--- config.mk ---
export PLATFORM = sky130hd
export DESIGN_NAME = m68k_bus_responder
export DESIGN_NICKNAME = d
export VERILOG_FILES = /design/src/rtl/m68k_bus_responder.sv
export SDC_FILE = /design/constraint.sdc
export NUM_CORES = 1
export LEC_CHECK = 0
export ABC_CLOCK_PERIOD_IN_PS = 2400
export BUFFER_PORTS_ARGS = -buffer_cell sky130_fd_sc_hd__buf_2
export CORE_MARGIN = 2
export CORE_UTILIZATION = 31
export CTS_BUF_LIST = sky130_fd_sc_hd__clkbuf_8
export CTS_CLUSTER_DIAMETER = 200
export DETAILED_ROUTE_END_ITERATION = 8
export GPL_ROUTABILITY_DRIVEN = 0
export GPL_TIMING_DRIVEN = 0
export PLACE_DENSITY_LB_ADDON = 0.2
export SKIP_CTS_REPAIR_TIMING = 1
export SYNTH_ARGS = -nofsm -noshare
export SYNTH_HDL_FRONTEND = slang
export SYNTH_SLANG_ARGS = --single-unit
--- constraint.sdc ---
create_clock -name clk -period 2.4 [get_ports clk]
set_clock_uncertainty 0.15 [all_clocks]
set_input_delay 0.48 -clock clk [delete_from_list [all_inputs] [get_ports clk]]
set_output_delay 0.48 -clock clk [all_outputs]
set_load 0.005 [all_outputs]
--- src/rtl/m68k_bus_responder.sv ---
// Windowed 68000 bus target: AS/UDS/LDS cycle -> mem_req/mem_ack handshake -> DTACKn (or BERRn on timeout).
// Latency: start edge -> mem_req next cycle, mem_ack edge -> dtack_n low next cycle (min 2 cycles); CPU stalls on DTACK, memory stalls via late ack.
module m68k_bus_responder #(
    parameter logic [23:0] C_BASE    = 24'h060000,
    parameter logic [23:0] C_SIZE    = 24'h002000,
    parameter int unsigned C_ADDR_W  = 12,
    parameter int unsigned C_TIMEOUT = 64
) (
    input  logic                clk,
    input  logic                reset_n,
    input  logic [23:1]         cpu_a,
    input  logic                cpu_as_n,
    input  logic                cpu_uds_n,
    input  logic                cpu_lds_n,
    input  logic                cpu_rw,
    input  logic [15:0]         cpu_dout,
    output logic [15:0]         cpu_din,
    output logic                dtack_n,
    output logic                berr_n,
    output logic                sel,
    output logic                mem_req,
    output logic                mem_we,
    output logic [C_ADDR_W-1:0] mem_addr,
    output logic [1:0]          mem_be,
    output logic [15:0]         mem_wdata,
    input  logic                mem_ack,
    input  logic [15:0]         mem_rdata
);

    typedef enum logic [2:0] {
        IDLE,
        REQ,
        ACK,
        ERR,
        WAITAS
    } state_t;

    localparam logic [15:0] TMO_LAST = 16'(C_TIMEOUT - 1);

    state_t      state;
    logic [15:0] cnt;
    logic        abort;

    logic [23:0] byte_addr;
    logic [23:0] offset;
    logic        start;

    // Offset-based compare avoids overflow when the window ends at the top of the 16 MB space.
    assign byte_addr = {cpu_a, 1'b0};
    assign offset    = byte_addr - C_BASE;
    assign sel       = (byte_addr >= C_BASE) && (offset < C_SIZE);
    assign start     = !cpu_as_n && sel && (!cpu_uds_n || !cpu_lds_n);

    always_ff @(posedge clk or negedge reset_n) begin
        if (!reset_n) begin
            state     <= IDLE;
            cnt       <= 16'd0;
            abort     <= 1'b0;
            dtack_n   <= 1'b1;
            berr_n    <= 1'b1;
            mem_req   <= 1'b0;
            mem_we    <= 1'b0;
            mem_addr  <= '0;
            mem_be    <= 2'b00;
            mem_wdata <= 16'd0;
            cpu_din   <= 16'd0;
        end else begin
            case (state)
                IDLE: begin
                    if (start) begin
                        mem_addr  <= offset[C_ADDR_W:1];
                        mem_be    <= {~cpu_uds_n, ~cpu_lds_n};
                        mem_we    <= ~cpu_rw;
                        mem_wdata <= cpu_dout;
                        mem_req   <= 1'b1;
                        cnt       <= 16'd0;
                        abort     <= 1'b0;
                        state     <= REQ;
                    end
                end

                REQ: begin
                    if (mem_ack) begin
                        mem_req <= 1'b0;
                        if (!mem_we) begin
                            cpu_din <= mem_rdata;
                        end
                        // A CPU that already dropped AS must not see a stray DTACK.
                        if (abort || cpu_as_n) begin
                            state <= WAITAS;
                        end else begin
                            dtack_n <= 1'b0;
                            state   <= ACK;
                        end
                    end else if (cnt == TMO_LAST) begin
                        mem_req <= 1'b0;
                        berr_n  <= 1'b0;
                        state   <= ERR;
                    end else begin
                        cnt <= cnt + 16'd1;
                        if (cpu_as_n) begin
                            abort <= 1'b1;
                        end
                    end
                end

                ACK: begin
                    if (cpu_as_n) begin
                        dtack_n <= 1'b1;
                        state   <= IDLE;
                    end
                end

                ERR: begin
                    if (cpu_as_n) begin
                        berr_n <= 1'b1;
                        state  <= WAITAS;
                    end
                end

                WAITAS: begin
                    if (cpu_as_n) begin
                        state <= IDLE;
                    end
                end

                default: begin
                    state   <= IDLE;
                    mem_req <= 1'b0;
                    dtack_n <= 1'b1;
                    berr_n  <= 1'b1;
                end
            endcase
        end
    end

endmodule

Word-level counts from Yosys, hierarchy flattened:

Cells that the tools add are included.

* register bits: 70
* latch bits: 0
* bits in writable memories: 0
* ROM bits: 0
* output and inout port bits: 51
* word-level logic and storage cells: 85
* memories kept: 0

* $add $sub $neg: 2
* multipliers: 0
* div/mod/pow operators: 0
* $lt $le $gt $ge: 2
* equality and inequality tests: 16
* shifts and indexed selects: 0
* multiplexer cells: 25
* bitwise logic cells: 7
* reductions and logical operators: 22

Operators by type and width (count)
* $mux 16: 3
* $pmux 16 s2: 1
* $ge 24x19->1 const B: 1
* $lt 24x14->1 const B: 1
* $sub 24x19->24 const B: 1
* $mux 3: 6
* $ne 2x2->1 const B: 9
* $add 16x1->16 const B: 1
* $eq 16x6->1 const B: 1
* $reduce_and 4->1: 4
* $pmux 3 s4: 1
* $mux 1: 10
* $pmux 1 s3: 3
* $reduce_or 3->1: 3
* $not 1->1: 7
* $eq 3x2->1 const B: 2
* $reduce_and 3->1: 2
* $reduce_and 5->1: 1
* $eq 3x1->1 const B: 1
* $eq 3x3->1 const B: 1
* $logic_and 1x1->1: 3
* $logic_not 1->1: 3
* $logic_not 3->1: 1
* $ne 3x3->1 const B: 1
* 6 further kinds: 7

Longest topological paths before layout:

Gate-level depths: netlist (run 1).

* word-level depth: 7
* mapped depth: 8
* depth with buffers taken out: 6

Worst setup path after synthesis (run 1):

OpenSTA, ideal clock, no wires.

* path kind: in2reg
* start: input cpu_a[17] in the netlist's numbering
* end: register cnt[12]
* library setup time: 0.078 ns
* arrival: 2.394 ns
* required time: 2.172 ns
* setup slack: -0.222 ns
* stages: 7
* path through: ha_1 or4b_4 nor4_4 a31oi_1 buf_2 or4_1 a21oi_1

* cells in the longest elaborated chain, start to end: 7

Ends and longest elaborated chain
* start: declaration: RTL line 11 `input logic [23:1] cpu_a,`
* $sub 24x19->24: RTL line 50 `assign offset = byte_addr - C_BASE;`
* $lt 24x14->1: RTL line 51 `assign sel = (byte_addr >= C_BASE) && (offset < C_SIZE);`
* $logic_and 1x1->1 (*): RTL line 51
* $logic_and 1x1->1 (*) (2 in series): RTL line 52 `assign start = !cpu_as_n && sel && (!cpu_uds_n || !cpu_lds_n);`
* $ne 2x2->1 (no source line) (*)
* $reduce_and 4->1 (no source line) (*)
* end signal: assignment: RTL line 100 `cnt <= cnt + 16'd1;`
* end: declaration: RTL line 41 `logic [15:0] cnt;`

Every way passes the cells marked *; elsewhere a longest branch is shown, timed or not.
A chain may end at the register's enable or synchronous reset.

Worst setup path in the final report (run 1):

* start: input cpu_a[17] in the netlist's numbering
* end: output sel

* cells in the longest elaborated chain, start to end: 3

Ends and longest elaborated chain
* $sub 24x19->24: RTL line 50
* $lt 24x14->1: RTL line 51
* $logic_and 1x1->1 (*): RTL line 51
* end: declaration: RTL line 20 `output logic sel,`

Marks and branches as above.

==> results.ini, run 1 <==
[run_status]
status=complete, but fails checks
violations=negative setup slack

[timing]
maxSlewViolCount=0
hold_violations=0
rsz0062_at_grt=true
setup_tns_ns=-0.0565
worst_pin_slew_ns=0.589
fin_crit_sh_pct=102
fin_crit_ns=2.46
slew_headroom_pct=60.6
max_freq_mhz=407
setup_slack_ns=-0.0565
finalSetupViolCount=1

[clock_tree]
clock_sinks=70
cts-root-buf=clkbuf_8
worstSkewPairLatency_ns=0.35
cts_tree=done
cts_buffers=9
htree_levels=3
cts_buffer_depth=2
cts.clk_slew.worst_paths_ns=0.08

[drt]
via_count=2798
drcViolationCount=0
wl_per_cell_um=13.4
antenna_left=0
wl_um=7920
routed_via_density=4.73
firstDrtPassIters=4
drtIter0Drc=103

[worst_hold_path]
worstHoldStart=cpu_rw
hold_end=mem_we$_DFFE_PN0P_
hp-class=input port to flip-flop
whs_path_depth=2

[setup_path]
critical_path_class=input port to primary output
rr_endpoint=cpu_din[13]$_DFFE_PN0P_
start_kind=input port
slowest_delay_ns=0.49
path_cells=buf_8, ha_4, or4b_4, nor4_4, buf_4, and2_4, buf_6
r2r_cells=5
end_kind=primary output
worstPathRequired_ns=1.77
rrSetupSlack_ns=0.18
cp_slowest_cell=or4b_4
worstPathArrival_ns=1.83
crit_path_max_fanout=5
worstReg2RegStart=state[1]$_DFFE_PN0P_

[power]
switching_power_w=0.000581
p_int_w=0.00181
swShare_pct=24.3
power_density_nw_per_um2=558
ir_worst_vdd_uv=227
p_seq_share_pct=51.5
power.static_leakage_nw=2.20
power_frac_clock_pct=41.7
p_comb_share_pct=6.9

[yosys]
yosysSeqAreaShare_pct=55.9
synthesis.nets=390
yosysWarnings=0
ys_seq_elements=70
dominantRegCellSynth=dfrtp_1
syn_area_um2=3140
synth.distinct_cells=38
syn-instance-count=326
avgSynthCellArea_um2=9.63
synth_edf_count=0
async_flop_share_pct=100

[finish]
mostFrequentLayoutCells=buf_2, nand2_1, dfrtp_1
final_common_cell=buf_2
final_cells=592
drive_gt1_share_pct=39.7
area_delta_synth_final_pct=36.5
diodes=0
nets=518

[global_routing]
track_usage_pct=14.9
grt_pass1_vias=2759
antenna_found_initial=0
grt_max_degree=71
grt_pass1_wl_um=13300
gr-total-overflow=0

[run]
max-cap-violations=0

[place]
pre_cts_ws_ns=-0.520
io_buffers=111
hpwl_um=5550
dp.cells=571

[floorplan]
initial_core_util_pct=32.0
ios=113
dieArea_um2=11000
die_w_um=105
placementRows=36
die_h_um=105
core_um2=9820

[routing by layer]
layer | part of all wire, % | global-route usage, %
met4 | 1.2 | 5.24
met3 | 7.1 | 5.18
met2 | 47 | 24.1
met5 | 0 | 0
met1 | 44 | 18.6
[power groups by stage]
stage | logic, W | clock network (W) | registers [W]
2_1_floorplan | 0.0000463 | 0 | 0.00125
3_3_place_gp | 0.000149 | 0 | 0.00125
3_5_place_dp | 0.000158 | 0 | 0.00125
4_1_cts | 0.000158 | 0.00103 | 0.00123
5_1_grt | 0.000186 | 0.00108 | 0.00124
6_report | 0.000164 | 0.000996 | 0.00123
[synth_stat cells (2+ instances only)]
library cell | instances | area [µm²]
a21o_1 | 3 | 22.5
a21oi_1 | 19 | 95.1
a31oi_1 | 2 | 12.5
and2_1 | 2 | 12.5
and3_1 | 2 | 12.5
and4_1 | 4 | 35.0
buf_1 | 2 | 7.51
buf_2 | 2 | 10.0
clkbuf_1 | 12 | 45.0
dfrtp_1 | 68 | 1700
dfstp_2 | 2 | 52.6
ha_1 | 2 | 25.0
inv_1 | 2 | 7.51
mux2_2 | 16 | 180
nand2_1 | 99 | 372
nand3_1 | 5 | 25.0
nand4_1 | 6 | 37.5
nor2_1 | 13 | 48.8
nor3_1 | 3 | 15.0
nor4_1 | 2 | 12.5
o21ai_0 | 26 | 130
o31ai_1 | 3 | 22.5
or3_1 | 11 | 68.8
or4_1 | 4 | 30.0
or4b_1 | 3 | 30.0
[logic make-up (layout without fill, tap and decap cells)]
logic type	count (synthesis)	in the layout	synth area share, %
AND/OR/NAND/NOR	159	159	24.1
flip-flops	70	70	55.9
multiplexers	16	16	5.74
XOR/XNOR	1	1	0.279
AO/OA/AOI/OAI	60	60	11.0
adder cells (fa/ha/maj)	2	2	0.797
buffers and inverters	18	151	2.23
[worst max-delay path by stage]
stage              start                  end  depth (start not counted)
2_1_floorplan  cpu_a[17]  cnt[12]$_DFFE_PN0P_                          7
3_3_place_gp   cpu_a[17]  cnt[12]$_DFFE_PN0P_                          8
3_5_place_dp   cpu_a[17]   cnt[6]$_DFFE_PN0P_                          8
4_1_cts        cpu_a[17]   cnt[6]$_DFFE_PN0P_                          8
5_1_grt        cpu_a[17]                  sel                          7
6_report       cpu_a[17]                  sel                          7
[critical path: cells and delay by family]
kind / cells / cell delay [ns]
buffers and inverters: 3 / 0.37
and+or+nand+nor: 3 / 0.76
adders and majority gates: 1 / 0.22
[area by class of cell]
type	count	area [µm²]
inverter	2	7.51
fill	1004	5530
buffer	16	77.6
sequential	70	1750
tap	133	166
clock buffer	10	138
timing repair buffer	117	652
multi-input combinational	238	1420
clock inverter	6	68.8
[registers in the layout (all words and copies together) (netlist names)]
| register | count |
|---|---|
| berr_n | 1 |
| mem_we | 1 |
| state | 3 |
| abort | 1 |
| cpu_din | 16 |
| mem_be | 2 |
| cnt | 16 |
| dtack_n | 1 |
| mem_req | 1 |
| mem_wdata | 16 |
| mem_addr | 12 |
[stage by stage]
| stage | util [%] | hold WS, ns | total power [W] | instance area, µm² |
|---|---|---|---|---|
| 4_1_cts | 41.9 | -0.0172 | 0.00242 | 4110 |
| 2_1_floorplan | - | 0.0344 | 0.00130 | 3150 |
| 6_report | 43.6 | 0.162 | 0.00239 | 4290 |
| 3_5_place_dp | 39.8 | 0.300 | 0.00141 | 3910 |
| 5_1_grt | 43.6 | 0.152 | 0.00250 | 4290 |
| 3_3_place_gp | 39.5 | 0.296 | 0.00140 | 3870 |
No activity file was read; power rests on OpenSTA's default activity.
==> run 2, diff against run 1 <==
==> constraint.sdc (replaced) <==
create_clock -name clk -period 2.4 [get_ports clk]
set_clock_uncertainty 0.15 [all_clocks]
set_input_delay 0.24 -clock clk [delete_from_list [all_inputs] [get_ports clk]]
set_output_delay 0.24 -clock clk [all_outputs]
set_load 0.005 [all_outputs]
==> run 2 against run 1 <==
The flow finishes with violations (negative hold slack); sequential share of layout area is 3.6 points lower; setup slack better by 0.069 ns; register-to-register slack worse by 0.10 ns; clock-buffer cell count is 1 higher; critical endpoint is now cnt[12]$_DFFE_PN0P_; non-clock buffer count is 48 higher; largest power group unchanged; die area stayed put; sequential cell count stayed put; utilization is 4.2 points higher.
==> results.ini, run 2 (synthesized netlist as in run 1, its figures left out) <==
[drt]
wl_um=8590
firstDrtPassIters=7
via_count=2979
routed_via_density=4.65
wl_per_cell_um=13.4
drtIter0Drc=84
antenna_left=0
drcViolationCount=0

[timing]
whs_ns=-0.00449
fin_crit_sh_pct=99.5
worst_pin_slew_ns=0.643
fin_crit_ns=2.39
slew_headroom_pct=57.0
rsz0062_at_grt=true
maxSlewViolCount=0
max_freq_mhz=419
finalSetupViolCount=0
hold_violations=1

[clock_tree]
cts_tree=done
cts-root-buf=clkbuf_8
htree_levels=3
cts.clk_slew.worst_paths_ns=0.08
cts_buffer_depth=2
worstSkewPairLatency_ns=0.34
clock_sinks=70
cts_buffers=9

[setup_path]
setup.worst_path.start=cpu_a[17]
crit_path_max_fanout=8
end_kind=flip-flop
critical_path_class=input port to flip-flop
start_kind=input port
worstPathRequired_ns=2.51
worstReg2RegStart=state[2]$_DFFE_PN0P_
rr_endpoint=cnt[12]$_DFFE_PN0P_
r2r_cells=5
critPathCapture=cnt[12]$_DFFE_PN0P_
rrSetupSlack_ns=0.08
worstPathArrival_ns=2.50

[global_routing]
track_usage_pct=15.1
grt_pass1_wl_um=13500
grt_max_degree=59
gr-total-overflow=0
grt_pass1_vias=2875
antenna_found_initial=0

[place]
dp.cells=571
io_buffers=111
hpwl_um=5570

[run]
max-cap-violations=0

[power]
ir_worst_vdd_uv=300
power_density_nw_per_um2=543
post-layout-total-power_w=0.00255
power.static_leakage_nw=2.39

[worst_hold_path]
hp-class=input port to flip-flop
whs_path_depth=3

[run_status]
status=complete, but fails checks
violations=negative hold slack

[floorplan]
dieArea_um2=11000
die_w_um=105
ios=113
placementRows=36
core_um2=9820
die_h_um=105
initial_core_util_pct=32.0

[finish]
drive_gt1_share_pct=32.5
final_common_cell=buf_2
nets=566
area_delta_synth_final_pct=49.5
fin_util_pct=47.8
diodes=0
reg_top3=cnt x16, cpu_din x16, mem_wdata x16
mostFrequentLayoutCells=buf_2, nand2_1, dfrtp_1
final_cells=640

## run 2: cell count changes in the layout (fill, tap and decap cells not counted), moves of 2 or more
cell           delta
or4_1             +2
clkbuf_1          +2
a21oi_1           +7
buf_2             +2
or3_1             +4
dlygate4sd3_1    +46
or3_4             -4
a21oi_2           -7
or4_4             -2
## run 2: worst min path at each step
stage,startpoint,endpoint,slack [ns]
6_report,cpu_dout[1],mem_wdata[1]$_DFFE_PN0P_,-0.004
5_1_grt,cpu_dout[1],mem_wdata[1]$_DFFE_PN0P_,0.0009
4_1_cts,reset_n,cpu_din[9]$_DFFE_PN0P_,-0.42
3_5_place_dp,reset_n,cnt[10]$_DFFE_PN0P_,-0.04
3_3_place_gp,cpu_a[5],mem_addr[4]$_DFFE_PN0P_,0.29
2_1_floorplan,reset_n,abort$_DFFE_PN0P_,-0.21
## run 2: per-stage QoR
step	instance area (µm²)	TNS (ns)	setup WS (ns)
after floorplan	3140	0	0.0176
after global placement	3860	-7.81	-0.301
after detailed placement	3890	-10.28	-0.367
after CTS	4120	0	0.000227
after global routing	4690	-0.306	-0.0738
final	4690	0	0.0127
## run 2: layer usage
| layer | global-route usage (%) | vias to the layer above | share of wire (%) |
|---|---|---|---|
| met1 | 18.7 | 1427 | 44 |
| met2 | 24.9 | 66 | 51 |
| li1 | - | 1484 | - |
| met5 | 0 | - | 0 |
| met4 | 4.19 | 0 | 0.14 |
| met3 | 5.61 | 2 | 4.7 |
## run 2: layout make-up
cell class,count,area (µm²)
clock buffers,11,151
repair buffers,165,1100
plain buffers,16,81.3
multi-input cells,238,1350
fillers,971,5120
clock inverters,5,80.1
flip-flops and latches,70,1750
well taps,133,166
inverters,2,7.51
## run 2: critical path: stages
cell,delay (ns)
buf_2,0.12
ha_4,0.23
or4b_4,0.53
nor4_4,0.27
buf_4,0.18
a31oi_4,0.11
buf_6,0.17
or4_1,0.49
a21oi_1,0.15
## run 2: report_power, final
group	switching (W)	total [W]	internal, W
combinational	0.0000874	0.000218	0.000130
sequential	0.0000219	0.00123	0.00121
clock	0.000458	0.00110	0.000643
total	0.000567	0.00255	0.00198
